`config.mk`:
```
export PLATFORM = sky130hd
export DESIGN_NAME = steer_en
export DESIGN_NICKNAME = d
export VERILOG_FILES = /design/src/rtl/steer_en.sv
export SDC_FILE = /design/constraint.sdc
export NUM_CORES = 1
export LEC_CHECK = 0
export ABC_AREA = 1
export CAP_MARGIN = 20
export CORE_ASPECT_RATIO = 2
export CORE_MARGIN = 2
export CORE_UTILIZATION = 60
export CTS_BUF_LIST = sky130_fd_sc_hd__clkbuf_8
export CTS_CLUSTER_SIZE = 12
export DETAILED_ROUTE_END_ITERATION = 16
export DONT_BUFFER_PORTS = 1
export PLACE_DENSITY = 0.82
export SYNTH_ARGS = -nofsm -noshare
export SYNTH_HDL_FRONTEND = slang
export SYNTH_SLANG_ARGS = --single-unit
```
`constraint.sdc`:
```
create_clock -name clk -period 4.85 [get_ports clk]
set_input_delay 0.7275 -clock clk [delete_from_list [all_inputs] [get_ports clk]]
set_output_delay 0.7275 -clock clk [all_outputs]
set_load 0.01 [all_outputs]
```
`src/rtl/steer_en.sv`:
```
// Rider detection and steering enable: captures left/right load cells, produces the
// saturated signed load difference, and gates steering with a balance hold-off timer.
module steer_en #(
   parameter bit          fast_sim         = 1'b0,
   parameter logic [11:0] MIN_RIDER_WEIGHT = 12'h200,
   parameter logic [11:0] WT_HYST          = 12'h040
) (
   input  logic        clk,
   input  logic        rst_n,
   input  logic        ld_vld,
   input  logic [11:0] lft_ld,
   input  logic [11:0] rght_ld,
   output logic [11:0] ld_cell_diff,
   output logic        rider_off,
   output logic        en_steer
);

   localparam logic [11:0] GONE_THR = MIN_RIDER_WEIGHT - WT_HYST;

   typedef enum logic [1:0] {IDLE, WAIT, STEER} state_t;

   state_t             state_q;
   logic        [25:0] tmr_q;
   logic        [11:0] lft_q, rght_q;
   logic signed [11:0] diff_sat_q;
   logic               rider_off_q, en_steer_q;

   logic signed [12:0] in_diff_d;
   logic signed [11:0] diff_sat_d;
   logic        [12:0] sum, diff_abs, lop_thr;
   logic signed [12:0] diff;
   logic               rider_on, rider_gone, balanced, lopsided, tmr_full;

   function automatic logic signed [11:0] sat12(input logic signed [12:0] d);
      if (d > 13'sd2047)
         return 12'sh7FF;
      else if (d < -13'sd2048)
         return 12'sh800;
      else
         return d[11:0];
   endfunction

   // The output difference is taken from the incoming sample so it updates on the capture edge.
   always_comb begin
      in_diff_d  = $signed({1'b0, lft_ld}) - $signed({1'b0, rght_ld});
      diff_sat_d = sat12(in_diff_d);
   end

   always_comb begin
      sum        = {1'b0, lft_q} + {1'b0, rght_q};
      diff       = $signed({1'b0, lft_q}) - $signed({1'b0, rght_q});
      diff_abs   = diff[12] ? 13'(-diff) : 13'(diff);
      lop_thr    = sum - (sum >> 4);
      rider_on   = sum > {1'b0, MIN_RIDER_WEIGHT};
      rider_gone = sum < {1'b0, GONE_THR};
      balanced   = diff_abs < (sum >> 2);
      lopsided   = diff_abs > lop_thr;
      tmr_full   = fast_sim ? (tmr_q[14:0] == 15'h7FFF) : (tmr_q == 26'h3FF_FFFF);
   end

   always_ff @(posedge clk or negedge rst_n) begin
      if (!rst_n) begin
         lft_q      <= '0;
         rght_q     <= '0;
         diff_sat_q <= '0;
      end else if (ld_vld) begin
         lft_q      <= lft_ld;
         rght_q     <= rght_ld;
         diff_sat_q <= diff_sat_d;
      end
   end

   // Outputs are registered from the next state so they always match the state register.
   always_ff @(posedge clk or negedge rst_n) begin
      if (!rst_n) begin
         state_q     <= IDLE;
         tmr_q       <= '0;
         rider_off_q <= 1'b1;
         en_steer_q  <= 1'b0;
      end else begin
         case (state_q)
            IDLE: begin
               tmr_q <= '0;
               if (rider_on) begin
                  state_q     <= WAIT;
                  rider_off_q <= 1'b0;
               end
            end
            WAIT: begin
               if (rider_gone) begin
                  state_q     <= IDLE;
                  rider_off_q <= 1'b1;
                  tmr_q       <= '0;
               end else if (!balanced) begin
                  tmr_q <= '0;
               end else if (tmr_full) begin
                  state_q    <= STEER;
                  en_steer_q <= 1'b1;
                  tmr_q      <= '0;
               end else begin
                  tmr_q <= tmr_q + 26'd1;
               end
            end
            STEER: begin
               tmr_q <= '0;
               if (rider_gone) begin
                  state_q     <= IDLE;
                  rider_off_q <= 1'b1;
                  en_steer_q  <= 1'b0;
               end else if (lopsided) begin
                  state_q    <= WAIT;
                  en_steer_q <= 1'b0;
               end
            end
            default: begin
               state_q     <= IDLE;
               tmr_q       <= '0;
               rider_off_q <= 1'b1;
               en_steer_q  <= 1'b0;
            end
         endcase
      end
   end

   assign ld_cell_diff = diff_sat_q;
   assign rider_off    = rider_off_q;
   assign en_steer     = en_steer_q;

endmodule

```
# == After elaboration in Yosys (flattened, before gate mapping) ==
# Index checks and enable logic that the tools add are counted.
# op_classes
n_mul,0
n_lt_le_gt_ge,6
n_shift,0
addsub,6
reduce_logical,5
n_mux,23
eq_ne,11
n_div,0
bitwise,1
# ops
cell,n
26-bit 2-to-1 mux,4
26-bit by 1-bit adder with 26-bit output (second input constant),1
26-bit == test (second input constant),1
12-bit by 12-bit subtractor with 13-bit output,2
12-bit 2-to-1 mux,2
12-bit by 12-bit adder with 13-bit output,1
13-bit by 10-bit greater-than comparator with 1-bit output (second input constant),1
13-bit by 12-bit greater-than comparator with 1-bit output (second input constant),1
13-bit greater-than comparator,1
13-bit by 11-bit less-than comparator with 1-bit output,1
13-bit by 12-bit less-than comparator with 1-bit output (second input constant),1
13-bit by 9-bit less-than comparator with 1-bit output (second input constant),1
13-bit 2-to-1 mux,1
13-bit negator,1
13-bit by 9-bit subtractor with 13-bit output,1
2-bit 2-to-1 mux,6
3-bit inequality test (second input constant),3
2-bit inequality test (second input constant),4
1-bit 2-to-1 mux,7
2-bit one-hot mux with 3 select lines,1
5-bit AND reduction,1
4-bit AND reduction,1
1-bit one-hot mux with 3 select lines,1
2-bit by 1-bit == test with 1-bit output (second input constant),1
7 further kinds,7
# word_totals
in_bits,27
out_inout_bits,14
mem_bits_ro,0
latchBits,0
ramBits,0
word_cells,59
regBits,66
n_memories,0

# == Depth between registers and ports, before layout ==
# logic_depth
depth_word,7
ltp_mapped,37
depth_no_buf,36

# == Least setup slack after synthesis ==
# No wires, ideal clock.
# synth_timing
path_kind,register -> register
startpoint,register lft_q[5]
endpoint,register state_q[0]
path_slack_ns,0.724
path_stages_with_launch,32
setup_time_ns,0.117
path_buffers,1
t_arrival_ns,4.009
synth_period_minus_slack_ns,4.126
t_required_ns,4.733
cell_sequence,dfrtp_1 -> ha_1 -> buf_6 -> o21ai_0 -> a21oi_1 -> o21ai_1 -> xor2_1 -> ha_1 -> a21oi_1 -> o21ai_0 -> a21oi_1 -> inv_1 -> a21oi_1 -> nor2_1 -> nand2_1 -> nand2_1 -> nand4_1 -> nand2_1 -> nor2_1 -> xor2_1 -> ha_1 -> nand2_1 -> nor3_1 -> o21ai_0 -> nand2_1 -> o31ai_1 -> nand3_1 -> nand2_1 -> nor2_1 -> nand2_1 -> nand2_1 -> nand2_1
# synth_via
elab_chain_len,6
# synth_lines
item,line,rtl
"start, declared",24,"logic [11:0] lft_q, rght_q;"
"start signal, assigned",67,lft_q <= lft_ld;
12-bit by 12-bit subtractor with 13-bit output,51,"diff = $signed({1'b0, lft_q}) - $signed({1'b0, rght_q});"
13-bit negator,52,diff_abs = diff[12] ? 13'(-diff) : 13'(diff);
13-bit 2-to-1 mux,52,
13-bit by 11-bit less-than comparator with 1-bit output or 13-bit greater-than comparator (tied branches),"56, 57",
3-bit inequality test (no line),--,
4-bit AND reduction (no line),--,
"end signal, assigned",76,state_q <= IDLE;
"end signal, assigned",85,state_q <= WAIT;
"end signal, assigned",91,state_q <= IDLE;
"end, declared",22,state_t state_q;
# Several ways; a longest one is shown, not always the timed one.
# A chain may end at the register's enable or synchronous reset.

# == Worst setup path after layout ==
# layout_timing
startpoint,register lft_q[5]
endpoint,register en_steer_q (netlist: en_steer)
# layout_via
elab_chain_len,6
# layout_lines
item,line,rtl
12-bit by 12-bit subtractor with 13-bit output,51,
13-bit negator,52,
13-bit 2-to-1 mux,52,
13-bit greater-than comparator or 13-bit by 11-bit less-than comparator with 1-bit output (tied branches),"57, 56",
3-bit inequality test (no line) or 2-bit inequality test (tied branches),--,
5-bit AND reduction (no line),--,
"end signal, assigned",79,en_steer_q <= 1'b0;
"end signal, assigned",98,en_steer_q <= 1'b1;
"end signal, assigned",109,en_steer_q <= 1'b0;
"end, declared",26,"logic rider_off_q, en_steer_q;"
# Several ways; a longest one is shown, not always the timed one.

==> run metrics <==
critical path required time approximately 5.1 ns; H-Tree Depth 3; Core Footprint between 10000 and 15000 sq um; Worst-path clk slew 0.08 ns; global-route wire length before repair ~26 mm; Leakage 3.55 nW; Mapped Area between 6000 and 7000 sq um; FP Rows 53; critical path class reg -> reg; 1st-pass router iterations 7; Final Worst Setup Slack roughly 0.32 ns; Post-Syn Area per Cell about 7.0 sq um; Startpoint Class flip-flop; grt total ovfl 0; port bufs 0; maximum VDD drop about 0.23 mV; DR WL/cell between 10 and 15 um; final instance area approximately 7000 sq um; Initial Util between 60% and 70%; Via Count a little under 6k; worst hold slack 0.0559 ns; Post-synth EDFFs 0; mux cell area share after synthesis 0%; fin crit share around 93%; Yosys cell types 49; DRT iter0 DRCs 240; vias in the first global route a little under 6k; I/O Pins 41; Place WS roughly 0.20 ns; syn_nets about 1.0k; relative slew slack between 60% and 70%; Post-Syn Instances 930; simple-gate share of the synthesized area 33.2%; clk_lat worst skew between 0.3 and 0.4 ns; xor and xnor area share after synthesis slightly above 6%; setup violators final 0; initial antenna violation count 0; Post-Synth Adder-Cell Area about 15%; DP HPWL roughly 12 mm; top post-synthesis cells by area dfrtp_1, nand2_1, ha_1, inv_1, xor2_1; Arr. time, crit path approximately 4.8 ns; Post-Place Cell Area roughly 6600 sq um; cts bufs inserted 9; Yosys top cell area share about a quarter; final net count between 1k and 1.5k; via/cell ratio between 5 and 6; worst hold path type in -> async; largest family of logic cells by synthesized area simple AND/OR/NAND/NOR gates; largest area contributor in the netlist dfrtp_1; Remaining DRCs 0; Final min period 4.53 ns; Post-Route Skew about 0.015 ns; final hold vios 0; sequential element share of the synthesized area 25.3%; CTS root buffer clkbuf_8; diode count 0; TritonCTS Sinks 66; Max Slew Vio Count 0; Least-Margin Pin Slew ~0.55 ns; Setup crit end kind flip-flop; Seq cells post-synth 66; Max Cap Violations 0; YS warnings 0; Total Routing Usage GR a little over a quarter; area grow syn2layout 5.18%; layout cells sized above 1 around an eighth; Routed Wire Length 15.3 mm; Synth Area in Compound Gates 9.44%; Die W ~78 um; P per Cell Area 435 nW/um^2; cts hold-fix bufs 0; final RePlAce weighted congestion roughly 0.95; CTS tree yes; chip height ~150 um; Detail Route Antenna Nets 0; Post-synth top flop dfrtp_1; largest net degree at the start of global routing 67; status completed; Async SR Flop Fraction 100%; Die ar. 11800 sq um; highest net fanout along the worst path 9; Post-CTS Setup Inserts 0; CTS Buffer Depth 2; Max Freq around 0.22 GHz
through the flow:
stage	instances	util [%]	TNS, ns	power, mW
final	1069	65.1	0	2.99
after global routing	1069	65.1	-0.127	3.26
after CTS	1069	64.5	0	2.95
after detailed placement	1053	62.4	0	2.42
after global placement	1053	62.4	0	2.39
after floorplan	930	-	0	2.04
registers in the layout, summed over array words and instances (netlist names):
signal        cells
state_q           2
rider_off         1
rght_q           12
lft_q            12
en_steer          1
ld_cell_diff     12
tmr_q            26
cell usage after synthesis (2+ instances only):
library cell and count:
a21oi_1 46, a21oi_2 4, a31oi_1 6, buf_2 2, buf_6 8, clkbuf_1 7, dfrtp_1 65, fa_1 4
ha_1 72, inv_1 135, inv_2 9, nand2_1 245, nand2_2 19, nand3_1 50, nand3_2 4, nand3b_1 3
nand4_1 21, nor2_1 69, nor2_2 24, nor2_4 2, nor3_1 10, nor3_2 2, nor3_4 2, nor3b_1 5
nor4_1 4, o21ai_0 40, o21ai_1 4, o21bai_1 3, o31ai_1 2, or2_2 3, xnor2_1 10, xor2_1 33
kinds of logic (layout without fill, tap and decap cells):
group / count (synthesis) / count (layout)
flip-flops: 66 / 66
XOR/XNOR: 44 / 44
buffers and inverters: 164 / 166
AO/OA/AOI/OAI: 111 / 111
AND/OR/NAND/NOR: 469 / 469
adder cells (fa/ha/maj): 76 / 76
path summary, 6_finish.rpt:
path,from,endpoint,depth (start not counted),slack (ns)
setup / recovery,lft_q[5],en_steer,27,0.32
max in group asynchronous,rst_n,rider_off,0,4.58
min in group clk,tmr_q[0],tmr_q[0],1,0.47
setup reg to reg,lft_q[5],en_steer,27,0.32
hold / removal,rst_n,ld_cell_diff[3],0,0.06
hold reg to reg,tmr_q[0],tmr_q[0],1,0.47
cell usage in the layout, fill, tap and decap left out, types with 3 or more instances in the layout:
| cell type | instances |
|---|---|
| nand3_2 | 4 |
| nand4_1 | 21 |
| dfrtp_1 | 65 |
| xnor2_1 | 10 |
| a21oi_1 | 45 |
| clkbuf_8 | 9 |
| xor2_1 | 32 |
| ha_2 | 3 |
| or2_2 | 3 |
| ha_1 | 67 |
| inv_1 | 135 |
| o21bai_1 | 3 |
| a31oi_1 | 6 |
| buf_4 | 5 |
| o21ai_0 | 37 |
| nor3_1 | 10 |
| inv_2 | 9 |
| nor4_1 | 4 |
| nand2_1 | 245 |
| a21oi_2 | 5 |
| nand2_2 | 19 |
| nor3b_1 | 5 |
| nor2_1 | 68 |
| o21ai_1 | 5 |
| nor2_2 | 25 |
| fa_1 | 4 |
| o21ai_2 | 3 |
| nand3b_1 | 3 |
| nand3_1 | 50 |
worst max-delay path, cell delays in order (launching register included):
cell     delay [ns]
dfrtp_1        0.41
ha_2           0.44
nor2_1         0.12
a21oi_1        0.28
nand2_2        0.13
xor2_2         0.22
inv_1          0.14
ha_1           0.37
a21oi_1        0.18
inv_1          0.05
a21oi_1        0.20
nor2_1         0.07
nand2_1        0.06
nand2_1        0.08
nand4_1        0.09
nand2_1        0.09
nor2_1         0.13
xor2_1         0.08
ha_1           0.27
nand2_1        0.07
nor2_1         0.17
nand3_1        0.12
o31ai_2        0.25
nand3_1        0.12
nand2_1        0.09
nor2_1         0.04
nand4_1        0.09
a21oi_1        0.07
power breakdown:
part | switching (mW) | internal (mW)
combinational | 1.13 | 0.648
clock | 0.234 | 0.294
sequential | 0.0616 | 0.613
total | 1.43 | 1.55
layout make-up:
class	count	area, sq um
Clock buffer	9	124
Clock inverter	7	100
Fill cell	940	3680
Inverter	145	547
Multi-Input combinational cell	700	4230
Sequential cell	66	1650
Tap cell	137	171
Timing Repair Buffer	5	37.5
layer usage:
layer	wire, um	global-route usage [%]
met2	8540	53.3
met3	424	3.40
met1	5400	26.0
met5	0	0
met4	899	18.0
repair_timing:
action	4_1_cts	5_1_grt
setup endpoints to repair	0	3
hold endpoints to repair	0	0
gates resized for setup	0	15
Note: power is estimated with default switching activity, not from simulation.
